<file path="src/rtl/ps2_key_sequencer_if.sv">
// Byte-in / character-out bus of the PS/2 key sequencer.
// The sequencer uses the slave modport; the byte source and the character consumer use master.
interface ps2_key_sequencer_if;
   logic [7:0] scan_code;
   logic       scan_valid;
   logic [7:0] ascii_out;
   logic       ascii_valid;
   logic       ascii_ready;

   modport master (
      output scan_code,
      output scan_valid,
      output ascii_ready,
      input  ascii_out,
      input  ascii_valid
   );

   modport slave (
      input  scan_code,
      input  scan_valid,
      input  ascii_ready,
      output ascii_out,
      output ascii_valid
   );
endinterface

</file>
<file path="src/rtl/ps2_key_sequencer.sv">
// PS/2 prefix/shift tracker that drives the scan-code lookup table and queues characters.
// Optional macro PS2_CASE_FOLD_EN lowercases unshifted letters before they are queued.
module ps2_key_sequencer #(
   parameter int unsigned FIFO_DEPTH = 4
) (
   input  logic                 clk,
   input  logic                 rst_n,
   ps2_key_sequencer_if.slave   bus,
   output logic [7:0]           lut_code,
   input  logic [7:0]           lut_ascii,
   output logic                 shift_held,
   output logic                 drop
);

   localparam int unsigned PtrW = $clog2(FIFO_DEPTH);
   localparam int unsigned CntW = PtrW + 1;

   typedef enum logic [2:0] {
      StIdle,
      StExt,
      StBrk,
      StExtBrk,
      StLookup
   } state_e;

   state_e            state_q, state_d;
   logic              shift_l_q, shift_l_d;
   logic              shift_r_q, shift_r_d;
   logic [7:0]        lut_code_q, lut_code_d;
   logic              drop_q;
   logic              push, push_ok, pop, full, collide;
   logic [7:0]        push_data;
   logic [7:0]        mem_q [FIFO_DEPTH];
   logic [PtrW-1:0]   wr_ptr_q, rd_ptr_q;
   logic [CntW-1:0]   count_q;

   assign shift_held = shift_l_q | shift_r_q;
   assign lut_code   = lut_code_q;
   assign drop       = drop_q;

   always_comb begin
      state_d    = state_q;
      shift_l_d  = shift_l_q;
      shift_r_d  = shift_r_q;
      lut_code_d = lut_code_q;
      push       = 1'b0;
      push_data  = lut_ascii;
      collide    = 1'b0;
      unique case (state_q)
         StIdle: begin
            if (bus.scan_valid) begin
               case (bus.scan_code)
                  8'hE0:   state_d = StExt;
                  8'hF0:   state_d = StBrk;
                  8'hE1:   state_d = StIdle;
                  8'h12:   shift_l_d = 1'b1;
                  8'h59:   shift_r_d = 1'b1;
                  default: begin
                     lut_code_d = bus.scan_code;
                     state_d    = StLookup;
                  end
               endcase
            end
         end
         StExt: begin
            if (bus.scan_valid) begin
               case (bus.scan_code)
                  8'hF0:   state_d = StExtBrk;
                  // Keypad '/' shares 4Ah with '/'; the table keys it under E0h.
                  8'h4A: begin
                     lut_code_d = 8'hE0;
                     state_d    = StLookup;
                  end
                  8'h12, 8'h59: state_d = StIdle;
                  default: begin
                     lut_code_d = bus.scan_code;
                     state_d    = StLookup;
                  end
               endcase
            end
         end
         StBrk: begin
            if (bus.scan_valid) begin
               if (bus.scan_code == 8'h12) shift_l_d = 1'b0;
               if (bus.scan_code == 8'h59) shift_r_d = 1'b0;
               state_d = StIdle;
            end
         end
         StExtBrk: begin
            if (bus.scan_valid) state_d = StIdle;
         end
         StLookup: begin
            state_d = StIdle;
            collide = bus.scan_valid;
            push    = (lut_ascii != 8'h00);
`ifdef PS2_CASE_FOLD_EN
            if (lut_ascii >= 8'h41 && lut_ascii <= 8'h5A && !shift_held) begin
               push_data = lut_ascii + 8'h20;
            end
`endif
         end
         default: state_d = StIdle;
      endcase
   end

   assign pop     = (count_q != '0) && bus.ascii_ready;
   assign full    = (count_q == CntW'(FIFO_DEPTH));
   // A pop in the same cycle frees the slot, so a full FIFO can still accept.
   assign push_ok = push && (!full || pop);

   always_ff @(posedge clk or negedge rst_n) begin
      if (!rst_n) begin
         state_q    <= StIdle;
         shift_l_q  <= 1'b0;
         shift_r_q  <= 1'b0;
         lut_code_q <= 8'h00;
         drop_q     <= 1'b0;
         wr_ptr_q   <= '0;
         rd_ptr_q   <= '0;
         count_q    <= '0;
      end else begin
         state_q    <= state_d;
         shift_l_q  <= shift_l_d;
         shift_r_q  <= shift_r_d;
         lut_code_q <= lut_code_d;
         drop_q     <= (push && !push_ok) || collide;
         if (push_ok) wr_ptr_q <= wr_ptr_q + PtrW'(1);
         if (pop)     rd_ptr_q <= rd_ptr_q + PtrW'(1);
         case ({push_ok, pop})
            2'b10:   count_q <= count_q + CntW'(1);
            2'b01:   count_q <= count_q - CntW'(1);
            default: count_q <= count_q;
         endcase
      end
   end

   // Storage needs no reset: entries are only visible while counted.
   always_ff @(posedge clk) begin
      if (push_ok) mem_q[wr_ptr_q] <= push_data;
   end

   assign bus.ascii_valid = (count_q != '0);
   assign bus.ascii_out   = bus.ascii_valid ? mem_q[rd_ptr_q] : 8'h00;

endmodule

</file>
<file path="src/flat_wrapper.sv">
// flat-port wrapper written by rule: the top's interface ports become plain ports
module ps2_key_sequencer_flat 
#(
   parameter int unsigned FIFO_DEPTH = 4
)
  (clk, rst_n, lut_code, lut_ascii, shift_held, drop, bus_scan_code, bus_scan_valid, bus_ascii_ready, bus_ascii_out, bus_ascii_valid);
  ps2_key_sequencer_if bus_i ();
  input  logic clk;
  input  logic rst_n;
  output logic [7:0] lut_code;
  input  logic [7:0] lut_ascii;
  output logic shift_held;
  output logic drop;
  input wire logic [$bits(bus_i.scan_code)-1:0] bus_scan_code;
  input wire logic [$bits(bus_i.scan_valid)-1:0] bus_scan_valid;
  input wire logic [$bits(bus_i.ascii_ready)-1:0] bus_ascii_ready;
  output wire logic [$bits(bus_i.ascii_out)-1:0] bus_ascii_out;
  output wire logic [$bits(bus_i.ascii_valid)-1:0] bus_ascii_valid;
  assign bus_i.scan_code = bus_scan_code;
  assign bus_i.scan_valid = bus_scan_valid;
  assign bus_i.ascii_ready = bus_ascii_ready;
  assign bus_ascii_out = bus_i.ascii_out;
  assign bus_ascii_valid = bus_i.ascii_valid;
  ps2_key_sequencer #(.FIFO_DEPTH(FIFO_DEPTH)) u_core (.clk(clk), .rst_n(rst_n), .bus(bus_i), .lut_code(lut_code), .lut_ascii(lut_ascii), .shift_held(shift_held), .drop(drop));
endmodule
</file>
<file path="config.mk">
export PLATFORM = sky130hd
export DESIGN_NAME = ps2_key_sequencer_flat
export DESIGN_NICKNAME = d
export VERILOG_FILES = /design/src/rtl/ps2_key_sequencer_if.sv /design/src/rtl/ps2_key_sequencer.sv /design/src/flat_wrapper.sv
export SDC_FILE = /design/constraint.sdc
export NUM_CORES = 1
export LEC_CHECK = 0
export ABC_AREA = 1
export ABC_CLOCK_PERIOD_IN_PS = 2050
export BUFFER_PORTS_ARGS = -buffer_cell sky130_fd_sc_hd__buf_2
export CORE_MARGIN = 3
export CORE_UTILIZATION = 40
export DETAILED_ROUTE_END_ITERATION = 16
export GPL_TIMING_DRIVEN = 0
export PLACE_DENSITY = 0.65
export SKIP_CTS_REPAIR_TIMING = 1
export SYNTH_ARGS = -nofsm -noshare
export SYNTH_HDL_FRONTEND = slang
export SYNTH_SLANG_ARGS = --single-unit
</file>
<file path="constraint.sdc">
create_clock -name clk -period 2.05 [get_ports clk]
set_input_delay 0 -clock clk [delete_from_list [all_inputs] [get_ports clk]]
set_output_delay 0 -clock clk [all_outputs]
set_load 0.01 [all_outputs]
</file>
==> flow_metrics.py, run 1 <==
metrics = {
    "finish": {
        "multiInputGateArea_um2": 915,
        "fill_cells": 573,
        "drive_gt1_frac": 0.210,
        "area_growth_pct": 21.6,
        "antenna_cells": 0,
        "fin_nets": 358,
        "seq_area_um2": 1490,
    },
    "yosys": {
        "synth_area_leaders": "edfxtp_1 38%, dfrtp_1 21%, nor2_1 8.8%, nand2_1 7.9%, inv_1 4.8%",
        "ys_seq_elements": 53,
        "yosysTopAreaCellShare": 0.381,
        "synth_edf_count": 32,
        "synth_fa_ha_area_frac": 0.0278,
        "synth_xor_area_frac": 0.0104,
        "synth_compound_area_frac": 0.0640,
        "synthArstFlopShare": 0.396,
        "synth_area_um2": 2520,
        "syn_nets": 301,
        "yosys.area_share.simple": 0.242,
        "syn_avg_cell_area_um2": 9.13,
        "synth_top_family_by_area": "simple AND/OR/NAND/NOR gates",
        "synth_seq_area_share": 0.590,
        "synth_cells": 276,
        "synth_ff_type": "edfxtp_1",
        "synth_area_leader_cell": "edfxtp_1",
        "yosysUniqueCellTypes": 25,
        "synth.area.mux_share": 0.00397,
        "synth_warnings": 0,
    },
    "setup_path": {
        "slowest_delay_ps": 430,
        "r2r_start": "u_core.state_q[1]",
        "crit_buf_inv": 3,
        "reg2reg_to": "u_core.mem_q[0][5]",
        "cp-start-kind": "register",
        "slowest_stage": "dfrtp_1",
        "cp.required_ps": 2040,
        "critPathCaptureType": "register",
        "cp.arrival_ps": 1880,
        "crit_family": "simple AND/OR/NAND/NOR gates",
        "critical_path_class": "register to register",
        "reg2reg_slack_ps": 160,
        "critPathMostFrequentCell": "inv_2",
        "crit_path_cell_trace": "inv_1, nand3_1, inv_2, nand2_1, nor2_2, inv_2, nor2_4",
        "reg2reg_depth": 7,
        "crit_fanout": 8,
    },
    "floorplan": {
        "core_area_um2": 6030,
        "die_area_um2": 7290,
        "die_w_um": 85.4,
        "core.rowCount": 28,
        "die_h_um": 85.4,
        "start_util": 0.418,
        "io-pin-count": 39,
    },
    "cts": {
        "cts_sinks": 53,
        "path_clk_slew_ps": 90,
        "clockRootBuffer": "clkbuf_8",
        "clockBufferDepth": 2,
        "insertion_delay_ps": 310,
        "numCtsBuffers": 5,
        "clock_tree.htree_level_count": 2,
        "cts_tree": "built",
    },
    "routing": {
        "drcViolationCount": 0,
        "vias": 1924,
        "detail-route-antenna-nets": 0,
        "routed_wl_mm": 4.95,
        "via_per_inst": 4.70,
        "detailedRoute.firstIterationViolations": 72,
        "firstDrtPassIters": 4,
        "post_drt_wl_per_cell_um": 12.1,
    },
    "global_routing": {
        "grt.busiest_layer": "met2",
        "grt_pass1_wl_mm": 8.29,
        "grtUsageMet2": 0.242,
        "grt_pass1_vias": 1797,
        "use_met1": 0.182,
        "grt_max_degree": 22,
        "grtUsageMet3": 0.0330,
        "antenna_found_initial": 0,
        "grt_overflow": 0,
        "grt_usage": 0.143,
    },
    "sta": {
        "fin_crit_ps": 1890,
        "setup-violations-final": 0,
        "setup_tns_ps": 0,
        "finClkSkew_ps": 8.95,
        "max_clock_freq_ghz": 0.529,
        "worstMarginPinSlew_ps": 472,
        "slew_viol_final": 0,
        "slew_headroom": 0.686,
        "grt_setup_unrepaired": "yes",
        "fin_hold_ws_ps": -22.8,
        "timing.final.crit_share": 0.922,
        "hold_violations": 2,
        "setup_ws_ps": 160,
    },
    "min_path": {
        "min-delay-start": "bus_scan_code[4]",
        "hold_depth": 3,
        "hold_path.class": "input pin to register",
        "whs_endpoint": "u_core.lut_code[4]",
    },
    "power_and_ir_drop": {
        "p_leak_nw": 1.42,
        "vdd_drop_max_mv": 0.617,
        "cellPowerDensity_nw_per_um2": 1290,
    },
    "placed_design": {
        "pre_cts_ws_ps": -260,
        "gp_congestion": 0.867,
        "port_buffers": 38,
        "hpwl_mm": 3.61,
    },
    "status": {
        "violations": "hold timing",
        "status": "complete, but fails checks",
    },
    "run": {
        "maxCapViolCount": 0,
    },
}
## where the power goes
| group | switching, mW | internal, mW |
|---|---|---|
| Combinational | 1.11 | 0.610 |
| Clock | 0.339 | 0.278 |
| Sequential | 0.135 | 1.47 |
| Total | 1.59 | 2.35 |
## tightest hold or removal path, delay by kind of cell
family	cells	cell delay, ps
buffers and inverters	1	130
and+or+nand+nor	2	130
## per-layer routing
layer / vias to the layer above / wire, um
li1: 1003 / -
met1: 877 / 2260
met2: 37 / 2440
met3: 7 / 190
met4: 0 / 59
met5: - / 0
## worst max-delay path by stage
stage / start / endpoint / cells after the start
after floorplan: u_core.state_q[1] / u_core.mem_q[0][0] / 7
final: u_core.state_q[1] / u_core.mem_q[0][5] / 7
after CTS: u_core.state_q[1] / u_core.mem_q[3][4] / 7
after global placement: u_core.state_q[1] / u_core.mem_q[0][7] / 7
after detailed placement: u_core.state_q[1] / u_core.mem_q[3][5] / 7
after global routing: u_core.state_q[1] / u_core.mem_q[0][4] / 7
## Yosys cell counts, drive strengths merged, types with 3 or more instances
cell type / count
dfrtp: 21
xor2: 3
buf: 4
nand3: 18
nand2: 58
nor2: 60
ha: 4
o21ai: 21
nor3: 4
inv: 34
edfxtp: 32
nand4: 3
a21oi: 9
## registers in the layout, indices dropped and copies added, names as in the netlist
name	flops
u_core.count_q	3
u_core.drop	1
u_core.lut_code	8
u_core.mem_q	32
u_core.rd_ptr_q	2
u_core.shift_l_q	1
u_core.shift_r_q	1
u_core.state_q	3
u_core.wr_ptr_q	2
## cell usage in the layout (no fill, tap or decap), types with 5 or more instances in the layout
master         synthesis  final
a21oi_1                8      8
buf_2                  3     41
clkbuf_8               0      6
dfrtp_1               21     21
dlygate4sd3_1          0     12
edfxtp_1              32     32
inv_1                 32     30
nand2_1               53     51
nand2_2                3      5
nand3_1               18     18
nor2_1                59     54
o21ai_0               18     18
## per-stage QoR
step | hold WS (ps) | power [mW] | util | cells | area [um2]
floorplan | -296 | 2.73 | - | 276 | 2520
global route | 2.94 | 4.31 | 0.509 | 409 | 3070
CTS | -351 | 3.90 | 0.482 | 397 | 2900
global placement | -16.8 | 3.24 | 0.466 | 389 | 2810
detailed placement | -13.5 | 3.29 | 0.466 | 389 | 2810
finish | -22.8 | 3.94 | 0.509 | 409 | 3070
## cells by family after synthesis
group | after synthesis
xor gates and xnor gates | 3
DFF | 53
AOI/OAI and AO/OA | 30
and+or+nand+nor | 145
buffers and inverters | 39
muxes | 1
adders and majority gates | 5
## cell type report
type	count	area share
well taps	75	0.0306
inverters	34	0.0416
multi-input cells	184	0.298
clock buffers	6	0.0269
repair buffers	51	0.104
flip-flops and latches	53	0.485
plain buffers	4	0.00857
clock inverters	2	0.00531
No activity file was read; power rests on OpenSTA's default activity.
==> run 2, diff against run 1 <==
--- a/config.mk
+++ b/config.mk
@@ -8,3 +8,3 @@
 export ABC_AREA = 1
-export ABC_CLOCK_PERIOD_IN_PS = 2050
+export ABC_CLOCK_PERIOD_IN_PS = 1800
 export BUFFER_PORTS_ARGS = -buffer_cell sky130_fd_sc_hd__buf_2
==> constraint.sdc (replaced) <==
create_clock -name clk -period 1.8 [get_ports clk]
set_input_delay 0 -clock clk [delete_from_list [all_inputs] [get_ports clk]]
set_output_delay 0 -clock clk [all_outputs]
set_load 0.1 [all_outputs]
==> run 2 against run 1 <==
  * Critical path depth is 5 higher
  * Non-clock buffer count is 6 higher
  * Flip-flop and latch count is the same
  * Worst hold slack improved by 8.2 ps
  * Highest routed layer unchanged
  * First-iteration DRC count grew 57%
  * Sequential share of layout area decreased by 4.3 points
  * Via count up 2.1%
  * Fmax up 11%
  * Die area unchanged
  * Cell count increased by 1.5%
  * Routed wire length rose by 4.1%
  * The flow still finishes with violations (hold timing)
  * Setup slack lost 65 ps
==> flow_metrics.py, run 2 (same netlist as run 1, synthesis figures left out) <==
metrics = {
    "setup_path": {
        "slowest_stage": "dfrtp_2",
        "reg2reg_slack_ps": 90,
        "cp-start-kind": "register",
        "cp.arrival_ps": 1950,
        "crit_path_cell_trace": "nor2_4, nand2_4, nand2_4, inv_2, nand2_2, inv_2, fa_2, inv_2, nand3_1, nand3_1, nand2_1, inv_1",
        "reg2reg_depth": 12,
        "r2r_start": "u_core.count_q[0]",
        "critPathCaptureType": "register",
        "crit_fanout": 4,
        "critical_path_class": "register to register",
        "critPathMostFrequentCell": "inv_2",
        "cp.required_ps": 2040,
        "slowest_delay_ps": 460,
        "reg2reg_to": "u_core.count_q[2]",
    },
    "floorplan": {
        "die_h_um": 85.4,
        "die_area_um2": 7290,
        "start_util": 0.418,
        "core_area_um2": 6030,
        "io-pin-count": 39,
        "core.rowCount": 28,
        "die_w_um": 85.4,
    },
    "finish": {
        "area_growth_pct": 33.6,
        "drive_gt1_frac": 0.276,
        "regMostFlops": "u_core.mem_q",
        "largest_register_ffs": 32,
        "final_cell_mix": "53 x nor2_1, 49 x nand2_1, 32 x edfxtp_1",
        "antenna_cells": 0,
        "instances_no_fill": 415,
        "fin_nets": 364,
        "mostFrequentLayoutCell": "nor2_1",
    },
    "sta": {
        "setup_ws_ps": 94.6,
        "worstMarginPinSlew_ps": 488,
        "setup-violations-final": 0,
        "fin_crit_ps": 1710,
        "slew_viol_final": 0,
        "fin_hold_ws_ps": -14.7,
        "finClkSkew_ps": 9.32,
        "hold_violations": 1,
        "timing.final.crit_share": 0.947,
        "slew_headroom": 0.677,
        "max_clock_freq_ghz": 0.586,
    },
    "global_routing": {
        "grt_pass1_wl_mm": 8.50,
        "grt_pass1_vias": 1838,
        "grt_usage": 0.147,
        "grt_max_degree": 22,
        "antenna_found_initial": 0,
        "grt_overflow": 0,
    },
    "min_path": {
        "whs_endpoint": "u_core.drop",
        "min-delay-start": "bus_scan_valid",
        "hold_path.class": "input pin to register",
        "hold_depth": 3,
    },
    "routing": {
        "via_per_inst": 4.73,
        "detailedRoute.firstIterationViolations": 113,
        "detail-route-antenna-nets": 0,
        "routed_wl_mm": 5.15,
        "drcViolationCount": 0,
        "post_drt_wl_per_cell_um": 12.4,
        "firstDrtPassIters": 4,
        "vias": 1964,
    },
    "cts": {
        "numCtsBuffers": 5,
        "clockRootBuffer": "clkbuf_8",
        "cts_tree": "built",
        "cts_sinks": 53,
        "clock_tree.htree_level_count": 2,
        "path_clk_slew_ps": 90,
        "insertion_delay_ps": 300,
        "clockBufferDepth": 2,
    },
    "placed_design": {
        "post-place-cells": 389,
        "hpwl_mm": 3.65,
        "port_buffers": 38,
        "pre_cts_ws_ps": -462,
        "gp_congestion": 0.865,
    },
    "status": {
        "status": "complete, but fails checks",
        "violations": "hold timing",
    },
    "run": {
        "maxCapViolCount": 0,
    },
}
-- run 2: layout make-up --
cell class / count / area, um2
fill: 532 / 2660
multi-input combinational: 184 / 1030
tap: 75 / 93.8
buffer: 5 / 45.0
timing repair buffer: 56 / 478
clock buffer: 5 / 68.8
inverter: 34 / 135
clock inverter: 3 / 26.3
sequential: 53 / 1490
-- run 2: per-layer routing --
| metal | up-vias | GRT usage | wire length (um) |
|---|---|---|---|
| met5 | - | 0 | 0 |
| met4 | 0 | 0.0475 | 74 |
| li1 | 1017 | - | - |
| met2 | 38 | 0.258 | 2630 |
| met1 | 902 | 0.181 | 2250 |
| met3 | 7 | 0.0301 | 198 |
-- run 2: worst max-delay path by stage --
| stage | from | endpoint | slack [ps] | cells after the start |
|---|---|---|---|---|
| after floorplan | u_core.count_q[0] | u_core.count_q[2] | -20 | 11 |
| after global placement | u_core.state_q[1] | u_core.mem_q[1][4] | -470 | 7 |
| after detailed placement | u_core.state_q[1] | u_core.mem_q[3][0] | -460 | 7 |
| after CTS | u_core.state_q[1] | u_core.mem_q[3][4] | -490 | 7 |
| after global routing | u_core.count_q[1] | u_core.count_q[2] | -20 | 12 |
| final | u_core.count_q[0] | u_core.count_q[2] | 90 | 12 |
-- run 2: through the flow --
step / instance area (um2) / TNS, ps / util
floorplan: 2630 / -22.8 / -
global placement: 2920 / -14830 / 0.484
detailed placement: 2920 / -15300 / 0.484
CTS: 3010 / -18720 / 0.500
global route: 3370 / -42.7 / 0.559
finish: 3370 / 0 / 0.559
-- run 2: critical path, delay by kind of cell, from the launching register on --
family	cells	cell delay, ps
simple gates	7	630
flops	1	460
fa+ha+maj	1	350
buf+inv	4	210
Power of run 2 is not shown: default switching activity piles up to over one toggle a cycle in this logic, so the estimate is an artifact.
==> run 3, diff against run 2 <==
Settings changed: ABC_CLOCK_PERIOD_IN_PS 1800 to 1410, CORE_UTILIZATION 40 to 50, PLACE_DENSITY 0.65 to 0.79.
Clock period 1.8 ns to 1.41 ns, I/O delays scaled along.
==> run 3 against run 2 <==
  * The flow finishes with violations (setup timing)
  * Critical path type unchanged
  * Fmax fell by 0.31%
  * Critical path depth did not move
  * Non-clock buffer count increased by 11
==> flow_metrics.py, run 3 (same netlist as run 1, synthesis figures left out) <==
metrics = {
    "floorplan": {
        "core_area_um2": 4790,
        "core.rowCount": 25,
        "die_w_um": 77.0,
        "die_area_um2": 5930,
        "io-pin-count": 39,
        "die_h_um": 77.0,
        "start_util": 0.527,
    },
    "status": {
        "status": "complete, but fails checks",
        "violations": "setup timing",
    },
    "finish": {
        "final_cell_mix": "52 x nor2_1, 49 x nand2_1, 32 x edfxtp_1",
        "fin_nets": 375,
        "fin_util": 0.746,
        "antenna_cells": 0,
        "area_growth_pct": 41.5,
        "mostFrequentLayoutCell": "nor2_1",
        "drive_gt1_frac": 0.322,
        "fin_area_um2": 3570,
        "regMostFlops": "u_core.mem_q",
        "largest_register_ffs": 32,
        "instances_no_fill": 418,
    },
    "global_routing": {
        "antenna_found_initial": 0,
        "grt_usage": 0.185,
        "grt_pass1_vias": 1819,
        "grt_overflow": 0,
        "grt_pass1_wl_mm": 8.50,
        "grt_max_degree": 22,
    },
    "sta": {
        "grt_setup_unrepaired": "yes",
        "hold_violations": 0,
        "fin_crit_ps": 1710,
        "max_clock_freq_ghz": 0.585,
        "timing.final.crit_share": 1.21,
        "slew_viol_final": 0,
        "worstMarginPinSlew_ps": 486,
        "setup_tns_ps": -6830,
        "setup-violations-final": 50,
        "slew_headroom": 0.676,
        "setup_ws_ps": -301,
        "finClkSkew_ps": 12.3,
    },
    "routing": {
        "routed_wl_mm": 6.09,
        "post_drt_wl_per_cell_um": 14.6,
        "drcViolationCount": 0,
        "via_per_inst": 5.05,
        "detailedRoute.firstIterationViolations": 160,
        "vias": 2111,
        "firstDrtPassIters": 4,
        "detail-route-antenna-nets": 0,
    },
    "placed_design": {
        "placed_area_um2": 2980,
        "post-place-cells": 381,
        "hpwl_mm": 3.75,
        "port_buffers": 38,
        "gp_congestion": 0.816,
    },
    "cts": {
        "clockBufferDepth": 2,
        "insertion_delay_ps": 310,
        "path_clk_slew_ps": 90,
        "numCtsBuffers": 5,
        "clock_tree.htree_level_count": 2,
        "cts_sinks": 53,
        "cts_tree": "built",
        "clockRootBuffer": "clkbuf_8",
    },
    "setup_path": {
        "reg2reg_slack_ps": -300,
        "critical_path.startpoint": "u_core.count_q[1]",
        "r2r_start": "u_core.count_q[1]",
        "cp.arrival_ps": 1970,
        "critPathCaptureType": "register",
        "reg2reg_depth": 12,
        "reg2reg_to": "u_core.count_q[2]",
        "crit_fanout": 4,
        "cp.required_ps": 1670,
        "cp-start-kind": "register",
        "critical_path_class": "register to register",
    },
    "min_path": {
        "min-delay-start": "bus_scan_code[3]",
        "hold_path.class": "input pin to register",
        "hold_depth": 5,
        "whs_endpoint": "u_core.lut_code[3]",
    },
    "run": {
        "maxCapViolCount": 0,
    },
}
[run 3: cell count changes in the layout (fill, tap and decap cells not counted), moves of 4 or more]
cell     delta
buf_6       +4
buf_4       +6
nand3_2     +4
buf_8       -4
nand3_1     -4
buf_12      +6
[run 3: area by class of cell]
cell class	count	area, um2
Sequential cell	53	1490
Fill cell	322	1220
Multi-Input combinational cell	184	1090
Timing Repair Buffer	67	611
Inverter	34	143
Tap cell	67	83.8
Clock buffer	5	68.8
Buffer	5	60.1
Clock inverter	3	21.3
[run 3: through the flow]
stage	worst slack, ps	hold WS (ps)
floorplan	-352	-296
global placement	-444	-11.9
detailed placement	-515	-3.21
CTS	-865	-349
global route	-400	103
finish	-301	49.9
[run 3: layer usage]
| metal | track usage | vias up | routed length [um] |
|---|---|---|---|
| li1 | - | 1032 | - |
| met1 | 0.254 | 999 | 2470 |
| met2 | 0.287 | 68 | 3140 |
| met3 | 0.0446 | 12 | 354 |
| met4 | 0.0676 | 0 | 119 |
| met5 | 0 | - | 0 |
[run 3: worst max path at each step]
stage	to	depth (start not counted)
3_3_place_gp	bus_ascii_out[6]	6
6_report	u_core.count_q[2]	12
3_5_place_dp	bus_ascii_out[6]	6
4_1_cts	bus_ascii_out[6]	6
5_1_grt	u_core.count_q[2]	12
2_1_floorplan	u_core.count_q[2]	11
[run 3: critical path: stages, from the launching register on]
cell and delay (ps):
dfrtp_2 440, nor2_4 180, nand2_8 80, nand2_8 90, inv_4 50, nand2_4 60, inv_2 40, fa_2 380
inv_2 90, nand3_2 90, nand3_2 70, nand2_1 50, inv_1 50
Power of run 3 is left out for the same reason.
